==> config.mk <==
export PLATFORM = sky130hd
export DESIGN_NAME = awg_dds_phase_gen
export DESIGN_NICKNAME = d
export VERILOG_FILES = /design/src/rtl/awg_pkg.sv /design/src/rtl/awg_amp_scale.sv /design/src/rtl/awg_dds_phase_gen.sv
export SDC_FILE = /design/constraint.sdc
export NUM_CORES = 1
export LEC_CHECK = 0
export ABC_AREA = 1
export BUFFER_PORTS_ARGS = -buffer_cell sky130_fd_sc_hd__buf_2
export CAP_MARGIN = 20
export CELL_PAD_IN_SITES_DETAIL_PLACEMENT = 1
export CELL_PAD_IN_SITES_GLOBAL_PLACEMENT = 1
export CORE_MARGIN = 5
export CORE_UTILIZATION = 29
export CTS_CLUSTER_SIZE = 40
export DETAILED_ROUTE_END_ITERATION = 10
export HOLD_SLACK_MARGIN = 0.12
export PLACE_DENSITY_LB_ADDON = 0.1
export SLEW_MARGIN = 20
export SYNTH_ARGS = -nofsm -noshare
export SYNTH_HDL_FRONTEND = slang
export SYNTH_SLANG_ARGS = --single-unit
==> constraint.sdc <==
create_clock -name clk -period 4.1 [get_ports clk]
set_input_delay 0.41 -clock clk [delete_from_list [all_inputs] [get_ports clk]]
set_output_delay 0.41 -clock clk [all_outputs]
set_load 0.01 [all_outputs]
==> src/rtl/awg_pkg.sv <==
// rtl/awg_pkg.sv - shared types and latency constants for the AWG DDS front end
// Contents: state_t (sequencer states), ROM_LATENCY (rom_addr -> rom_data),
//           OUT_LATENCY (start edge -> first dout_valid, in cycles).
package awg_pkg;

  typedef enum logic [1:0] {
    IDLE  = 2'd0,
    RUN   = 2'd1,
    DRAIN = 2'd2
  } state_t;

  localparam int ROM_LATENCY = 1;
  localparam int OUT_LATENCY = 3;

endpackage

==> src/rtl/awg_amp_scale.sv <==
// rtl/awg_amp_scale.sv - registered signed sample x unsigned amplitude scaler
// Ports: clk_i, rst_n_i (sync, active-low)
//        data_i/valid_i : signed sample in with qualifier
//        amp_i          : unsigned amplitude word
//        data_o/valid_o : scaled sample out, one cycle later
module awg_amp_scale #(
  parameter int P_DATA_WIDTH = 8,
  parameter int P_AMP_WIDTH  = 8
) (
  input  logic                    clk_i,
  input  logic                    rst_n_i,
  input  logic [P_DATA_WIDTH-1:0] data_i,
  input  logic                    valid_i,
  input  logic [P_AMP_WIDTH-1:0]  amp_i,
  output logic [P_DATA_WIDTH-1:0] data_o,
  output logic                    valid_o
);

  // Amplitude is zero-extended so the multiply stays signed; the product
  // needs P_DATA_WIDTH + P_AMP_WIDTH + 1 bits.
  logic signed [P_DATA_WIDTH+P_AMP_WIDTH:0] prod;
  logic        [P_DATA_WIDTH-1:0]           data_d;
  logic                                     unused_prod_bits;

  assign prod = $signed(data_i) * $signed({1'b0, amp_i});

  // Taking bits above P_AMP_WIDTH is an arithmetic shift right (floor)
  // followed by truncation back to the sample width.
  assign data_d           = prod[P_AMP_WIDTH +: P_DATA_WIDTH];
  assign unused_prod_bits = ^{prod[P_DATA_WIDTH+P_AMP_WIDTH], prod[P_AMP_WIDTH-1:0]};

  logic [P_DATA_WIDTH-1:0] data_q;
  logic                    valid_q;

  always_ff @(posedge clk_i) begin
    if (!rst_n_i) begin
      data_q  <= '0;
      valid_q <= 1'b0;
    end else begin
      valid_q <= valid_i;
      if (valid_i) begin
        data_q <= data_d;
      end
    end
  end

  assign data_o  = data_q;
  assign valid_o = valid_q;

endmodule

==> src/rtl/awg_dds_phase_gen.sv <==
// rtl/awg_dds_phase_gen.sv - DDS phase accumulator, ROM addressing and scaled sample stream
// Ports: clk, rst_n (sync, active-low)
//        cfg_ftw/cfg_pofs/cfg_amp/cfg_burst_len : configuration, latched on start
//        start (IDLE only), stop (RUN only)     : control
//        busy, done                             : status; done marks the last sample
//        rom_addr -> rom_data                   : external registered waveform ROM
//        dout/dout_valid                        : scaled sample stream toward the DAC
module awg_dds_phase_gen
  import awg_pkg::*;
#(
  parameter int P_PHASE_WIDTH = 32,
  parameter int P_ADDR_WIDTH  = 8,
  parameter int P_DATA_WIDTH  = 8,
  parameter int P_AMP_WIDTH   = 8,
  parameter int P_BURST_WIDTH = 16
) (
  input  logic                     clk,
  input  logic                     rst_n,
  input  logic [P_PHASE_WIDTH-1:0] cfg_ftw,
  input  logic [P_PHASE_WIDTH-1:0] cfg_pofs,
  input  logic [P_AMP_WIDTH-1:0]   cfg_amp,
  input  logic [P_BURST_WIDTH-1:0] cfg_burst_len,
  input  logic                     start,
  input  logic                     stop,
  output logic                     busy,
  output logic                     done,
  output logic [P_ADDR_WIDTH-1:0]  rom_addr,
  input  logic [P_DATA_WIDTH-1:0]  rom_data,
  output logic [P_DATA_WIDTH-1:0]  dout,
  output logic                     dout_valid
);

  state_t                   state_q, state_d;
  logic [P_PHASE_WIDTH-1:0] ftw_q, pofs_q, acc_q;
  logic [P_AMP_WIDTH-1:0]   amp_q;
  logic [P_BURST_WIDTH-1:0] burst_len_q, count_q;
  logic [P_ADDR_WIDTH-1:0]  rom_addr_q;
  logic                     v0_q, v1_q, done_q, done_d;
  logic                     load, issue, last_issue;

  logic [P_PHASE_WIDTH-1:0] phase_sum;
  logic                     unused_phase_lsbs;

  assign phase_sum         = acc_q + pofs_q;
  assign unused_phase_lsbs = ^phase_sum[P_PHASE_WIDTH-P_ADDR_WIDTH-1:0];

  // count_q holds the number of addresses already issued; the edge on which
  // count_q + 1 reaches the burst length issues the final one.
  assign last_issue = (burst_len_q != '0) && ((count_q + 1'b1) == burst_len_q);

  always_ff @(posedge clk) begin
    if (!rst_n) begin
      state_q <= IDLE;
    end else begin
      state_q <= state_d;
    end
  end

  always_comb begin
    state_d = state_q;
    load    = 1'b0;
    issue   = 1'b0;
    case (state_q)
      IDLE: begin
        if (start) begin
          load    = 1'b1;
          state_d = (cfg_burst_len == P_BURST_WIDTH'(1)) ? DRAIN : RUN;
        end
      end
      RUN: begin
        // A final burst issue takes precedence over a coincident stop so the
        // burst still completes with its full sample count.
        if (last_issue) begin
          issue   = 1'b1;
          state_d = DRAIN;
        end else if (stop) begin
          state_d = DRAIN;
        end else begin
          issue = 1'b1;
        end
      end
      DRAIN: begin
        if (!v0_q && !v1_q) begin
          state_d = IDLE;
        end
      end
      default: state_d = IDLE;
    endcase
  end

  always_comb begin
    busy   = (state_q != IDLE);
    // The last sample is in the ROM-data stage with nothing behind it; it
    // reaches dout on the same edge that registers done.
    done_d = (state_q == DRAIN) && v1_q && !v0_q;
  end

  always_ff @(posedge clk) begin
    if (!rst_n) begin
      ftw_q       <= '0;
      pofs_q      <= '0;
      amp_q       <= '0;
      burst_len_q <= '0;
      acc_q       <= '0;
      count_q     <= '0;
      rom_addr_q  <= '0;
      v0_q        <= 1'b0;
      v1_q        <= 1'b0;
      done_q      <= 1'b0;
    end else begin
      v0_q   <= load | issue;
      v1_q   <= v0_q;
      done_q <= done_d;
      if (load) begin
        ftw_q       <= cfg_ftw;
        pofs_q      <= cfg_pofs;
        amp_q       <= cfg_amp;
        burst_len_q <= cfg_burst_len;
        rom_addr_q  <= cfg_pofs[P_PHASE_WIDTH-1 -: P_ADDR_WIDTH];
        acc_q       <= cfg_ftw;
        count_q     <= P_BURST_WIDTH'(1);
      end else if (issue) begin
        rom_addr_q <= phase_sum[P_PHASE_WIDTH-1 -: P_ADDR_WIDTH];
        acc_q      <= acc_q + ftw_q;
        count_q    <= count_q + 1'b1;
      end
    end
  end

  awg_amp_scale #(
    .P_DATA_WIDTH (P_DATA_WIDTH),
    .P_AMP_WIDTH  (P_AMP_WIDTH)
  ) u_amp_scale (
    .clk_i   (clk),
    .rst_n_i (rst_n),
    .data_i  (rom_data),
    .valid_i (v1_q),
    .amp_i   (amp_q),
    .data_o  (dout),
    .valid_o (dout_valid)
  );

  assign rom_addr = rom_addr_q;
  assign done     = done_q;

endmodule

==> impl_metrics.csv <==
group,metric,value,unit
yosys,avgSynthCellArea,6.35,µm²
critical_path,rr_endpoint,"u_amp_scale.data_o[7]",
yosys,synthArstFlopShare,0,
cells_and_area,antenna_cells,0,
global_routing,grtUsageTotal,0.192,
drt,num_vias,12810,
die,dieArea,0.0475,mm²
timing,finalHoldViolations,0,
die,die_x,218,µm
critical_path,cp-start-kind,"flip-flop",
die,num_io_pins,119,
global_routing,grt_max_degree,77,
die,std_cell_rows,76,
yosys,postSynthCellCount,1976,
critical_path,crit_chain,"buf_12 > nand2_2 > inv_2 > fa_1 > fa_1 > fa_1 > inv_2 > fa_1 > inv_2 > ha_4 > nand2_4 > nor2_2 > nor2_1 > nand2_2 > nand4_1 > a21oi_1 > nor2_1 > nand2_1 > o211ai_1 > inv_1",
timing,whs,0.159,ns
hold_path,hold_path.class,"primary input to flip-flop",
clocking,clkTransAtPathRegs,0.06,ns
drt,initialDrtViolationCount,560,
yosys,synthFlopType,"dfxtp_1",
global_routing,grt_pass1_wl,72200,µm
yosys,syn-num-nets,2212,
global_routing,antenna_found_initial,0,
status,outcome,"completed",
placement,dp.cells,2667,
drt,drt-vias-per-instance,4.74,
critical_path,reg2reg_from,"amp_q[6]",
clocking,insertion_delay,0.49,ns
timing,maxSlewHeadroom,0.320,
placement,dp_hpwl,35600,µm
critical_path,end_kind,"flip-flop",
drt,final_antenna_net_count,0,
placement,port_buffers,118,
critical_path,reg2reg_depth,20,
hold_path,hold_path_end,"amp_q[1]",
drt,detail_route.wl_per_cell,16.5,µm
hold_path,min_from,"cfg_amp[1]",
critical_path,cp.depth,20,
timing,finClkSkew,0.00955,ns
clocking,cts_buffer_depth,2,
critical_path,critPathBufInv,5,
critical_path,rrSetupSlack,0.19,ns
drt,drcViolationCount,0,
critical_path,arrival,4.34,ns
timing,max_slew.worst_pin.slew,1.02,ns
timing,setup_viol,0,
placement,gp_congestion,0.871,
clocking,cts_tree,"yes",
pwr,leakage,7.64,nW
critical_path,critical_path_class,"flip-flop to flip-flop",
job,cap_violations,0,
cells_and_area,finalNonFillerCells,2704,
timing,finalCritPeriodShare,0.954,
die,die_y,218,µm
critical_path,required,4.53,ns
drt,drt-total-wl,44600,µm
pwr,power,6.44,mW
yosys,ys_ff_latch,158,
critical_path,cp_top_family,"adder cells",
pwr,power_density,434,mW/mm²
hold_path,hold_depth,3,
die,core,0.0430,mm²
cells_and_area,drive_above_1_share,0.135,
timing,slew_violations,0,
placement,dp_slack,-0.313,ns
yosys,ys_seq_area_frac,0.252,
yosys,synth_area,0.0126,mm²
clocking,cts_inserted_buffers,17,
timing,fin_crit,3.91,ns
clocking,root_buffer,"clkbuf_16",
cells_and_area,area_delta_synth_final,18.1,%
yosys,synth-edff-count,0,
cells_and_area,postLayoutCoreUtil,0.345,
clocking,clock_sinks,158,
critical_path,slowest_stage,"fa_1",
global_routing,grt_pass1_vias,13323,
timing,worst_slack,0.189,ns
critical_path,crit_fanout,8,
critical_path,crit_top_cell,"fa_1",
yosys,ys_types,45,
yosys,yosysWarningCount,0,
cells_and_area,nets,2343,
global_routing,overflow,0,
critical_path,max_stage_delay,0.54,ns
timing,clock.fmax,256,MHz
die,initial_utilization,0.292,
drt,firstDrtPassIters,5,
pwr,ir_drop,0.286,mV
cells_and_area,fillers,5632,
clocking,h-tree-depth,4,
## cells in the final DEF, fill, tap and decap left out, types with 4 or more instances in the layout
| cell | n |
|---|---|
| inv_2 | 14 |
| nand2_1 | 490 |
| inv_1 | 283 |
| ha_1 | 94 |
| buf_2 | 117 |
| nor2_1 | 278 |
| a31oi_1 | 9 |
| nor4_1 | 9 |
| clkinvlp_4 | 5 |
| a21o_1 | 13 |
| nand2_2 | 13 |
| dfxtp_1 | 151 |
| xor2_1 | 8 |
| a21boi_0 | 5 |
| buf_4 | 54 |
| dfxtp_4 | 6 |
| fa_1 | 32 |
| a21oi_1 | 105 |
| nor3_1 | 17 |
| o21ai_1 | 4 |
| ha_4 | 6 |
| nor2_4 | 4 |
| nand3_1 | 86 |
| or2_2 | 5 |
| fa_2 | 4 |
| o21ai_0 | 156 |
| nor2_2 | 16 |
| clkbuf_16 | 17 |
| nand3b_1 | 16 |
| nand4_1 | 34 |
| buf_12 | 4 |
| xnor2_1 | 10 |
| o21bai_1 | 10 |
## tightest hold or removal path: cells and delay by family
| kind | cells | cell delay (ns) |
|---|---|---|
| AND/OR/NAND/NOR | 2 | 0.11 |
| buffers and inverters | 1 | 0.08 |
## layer usage
metal	global-route usage	up-vias	routed length, µm
li1	-	6555	-
met1	0.267	6110	22300
met2	0.314	120	20500
met3	0.0355	25	1280
met4	0.0402	0	515
met5	0	-	0
## cell families (layout without fill, tap and decap cells)
kind of cell	count (synthesis)	in the layout	synth area share
buf+inv	365	508	0.115
simple gates	978	978	0.326
xor+xnor	18	18	0.0126
compound gates	321	321	0.137
fa+ha+maj	136	136	0.157
flops	158	158	0.252
## sequential cells by signal, indices dropped and copies added, names as in the netlist, 2 cells and up
| name | cells |
|---|---|
| acc_q | 32 |
| amp_q | 8 |
| burst_len_q | 16 |
| count_q | 16 |
| ftw_q | 32 |
| pofs_q | 32 |
| rom_addr | 8 |
| state_q | 2 |
| u_amp_scale.data_o | 8 |
## through the flow
stage,cell area (µm²),TNS [ns]
CTS,14600,0
floorplan,12600,0
global route,14800,-0.0222
detailed placement,14000,-1.65
global placement,14000,-1.20
finish,14800,0
## synth_stat cells (2+ instances only)
cell type  instances  share of area
nor4_1             9         0.0045
xor2_1             8         0.0056
a21boi_0           5         0.0030
fa_1              36          0.057
clkbuf_1          48          0.014
o211ai_1           3         0.0018
inv_1            293          0.088
nand4_1           34          0.017
o21a_1             3         0.0018
dfxtp_1          158           0.25
a21o_1            13         0.0078
nand3b_1          16         0.0096
buf_6              3         0.0027
a21oi_1          109          0.043
inv_2              5         0.0015
o21bai_1          10         0.0060
buf_2              3         0.0012
a31oi_1            9         0.0045
buf_4             10         0.0060
o21ai_0          161          0.064
xnor2_1           10         0.0070
o31ai_1            4         0.0024
a211oi_1           2         0.0012
nand2_2            4         0.0020
nor2_2            15         0.0075
nand2_1          500           0.15
or2_2              5         0.0025
nor2_1           282          0.084
nand3_1           86          0.034
ha_1             100           0.10
nor3_1            18         0.0072
## report_power, final
group | internal [mW] | switching, mW
logic | 1.17 | 1.71
registers | 1.74 | 0.232
clock network | 0.860 | 0.714
## cell type report
type / count / area, µm² / share of cell area
Multi-Input combinational cell: 1453 / 8130 / 0.548
Clock inverter: 9 / 86.3 / 0.00582
Inverter: 299 / 1120 / 0.0758
Sequential cell: 158 / 3190 / 0.215
Tap cell: 585 / 732 / 0.0494
Clock buffer: 22 / 464 / 0.0313
Timing Repair Buffer: 178 / 1100 / 0.0744
## worst max-delay path by stage
| stage | from | to | slack, ns |
|---|---|---|---|
| final | amp_q[6] | u_amp_scale.data_o[7] | 0.19 |
| after global routing | amp_q[4] | u_amp_scale.data_o[7] | -0.02 |
| after CTS | amp_q[2] | u_amp_scale.data_o[7] | 0.0003 |
| after detailed placement | rom_data[7] | u_amp_scale.data_o[5] | -0.31 |
| after global placement | rom_data[7] | u_amp_scale.data_o[5] | -0.26 |
| after floorplan | rom_data[4] | u_amp_scale.data_o[5] | 0.006 |
## timing repair
| action | CTS | global route |
|---|---|---|
| buffers inserted | 0 | 4 |
| pin swaps | 1 | 38 |
| endpoints found under the hold margin | 2 | 0 |
| resized for setup | 8 | 52 |
| hold buffers | 2 | 0 |
| endpoints found under the setup margin | 6 | 8 |
Power figures use the tool's default switching activity.
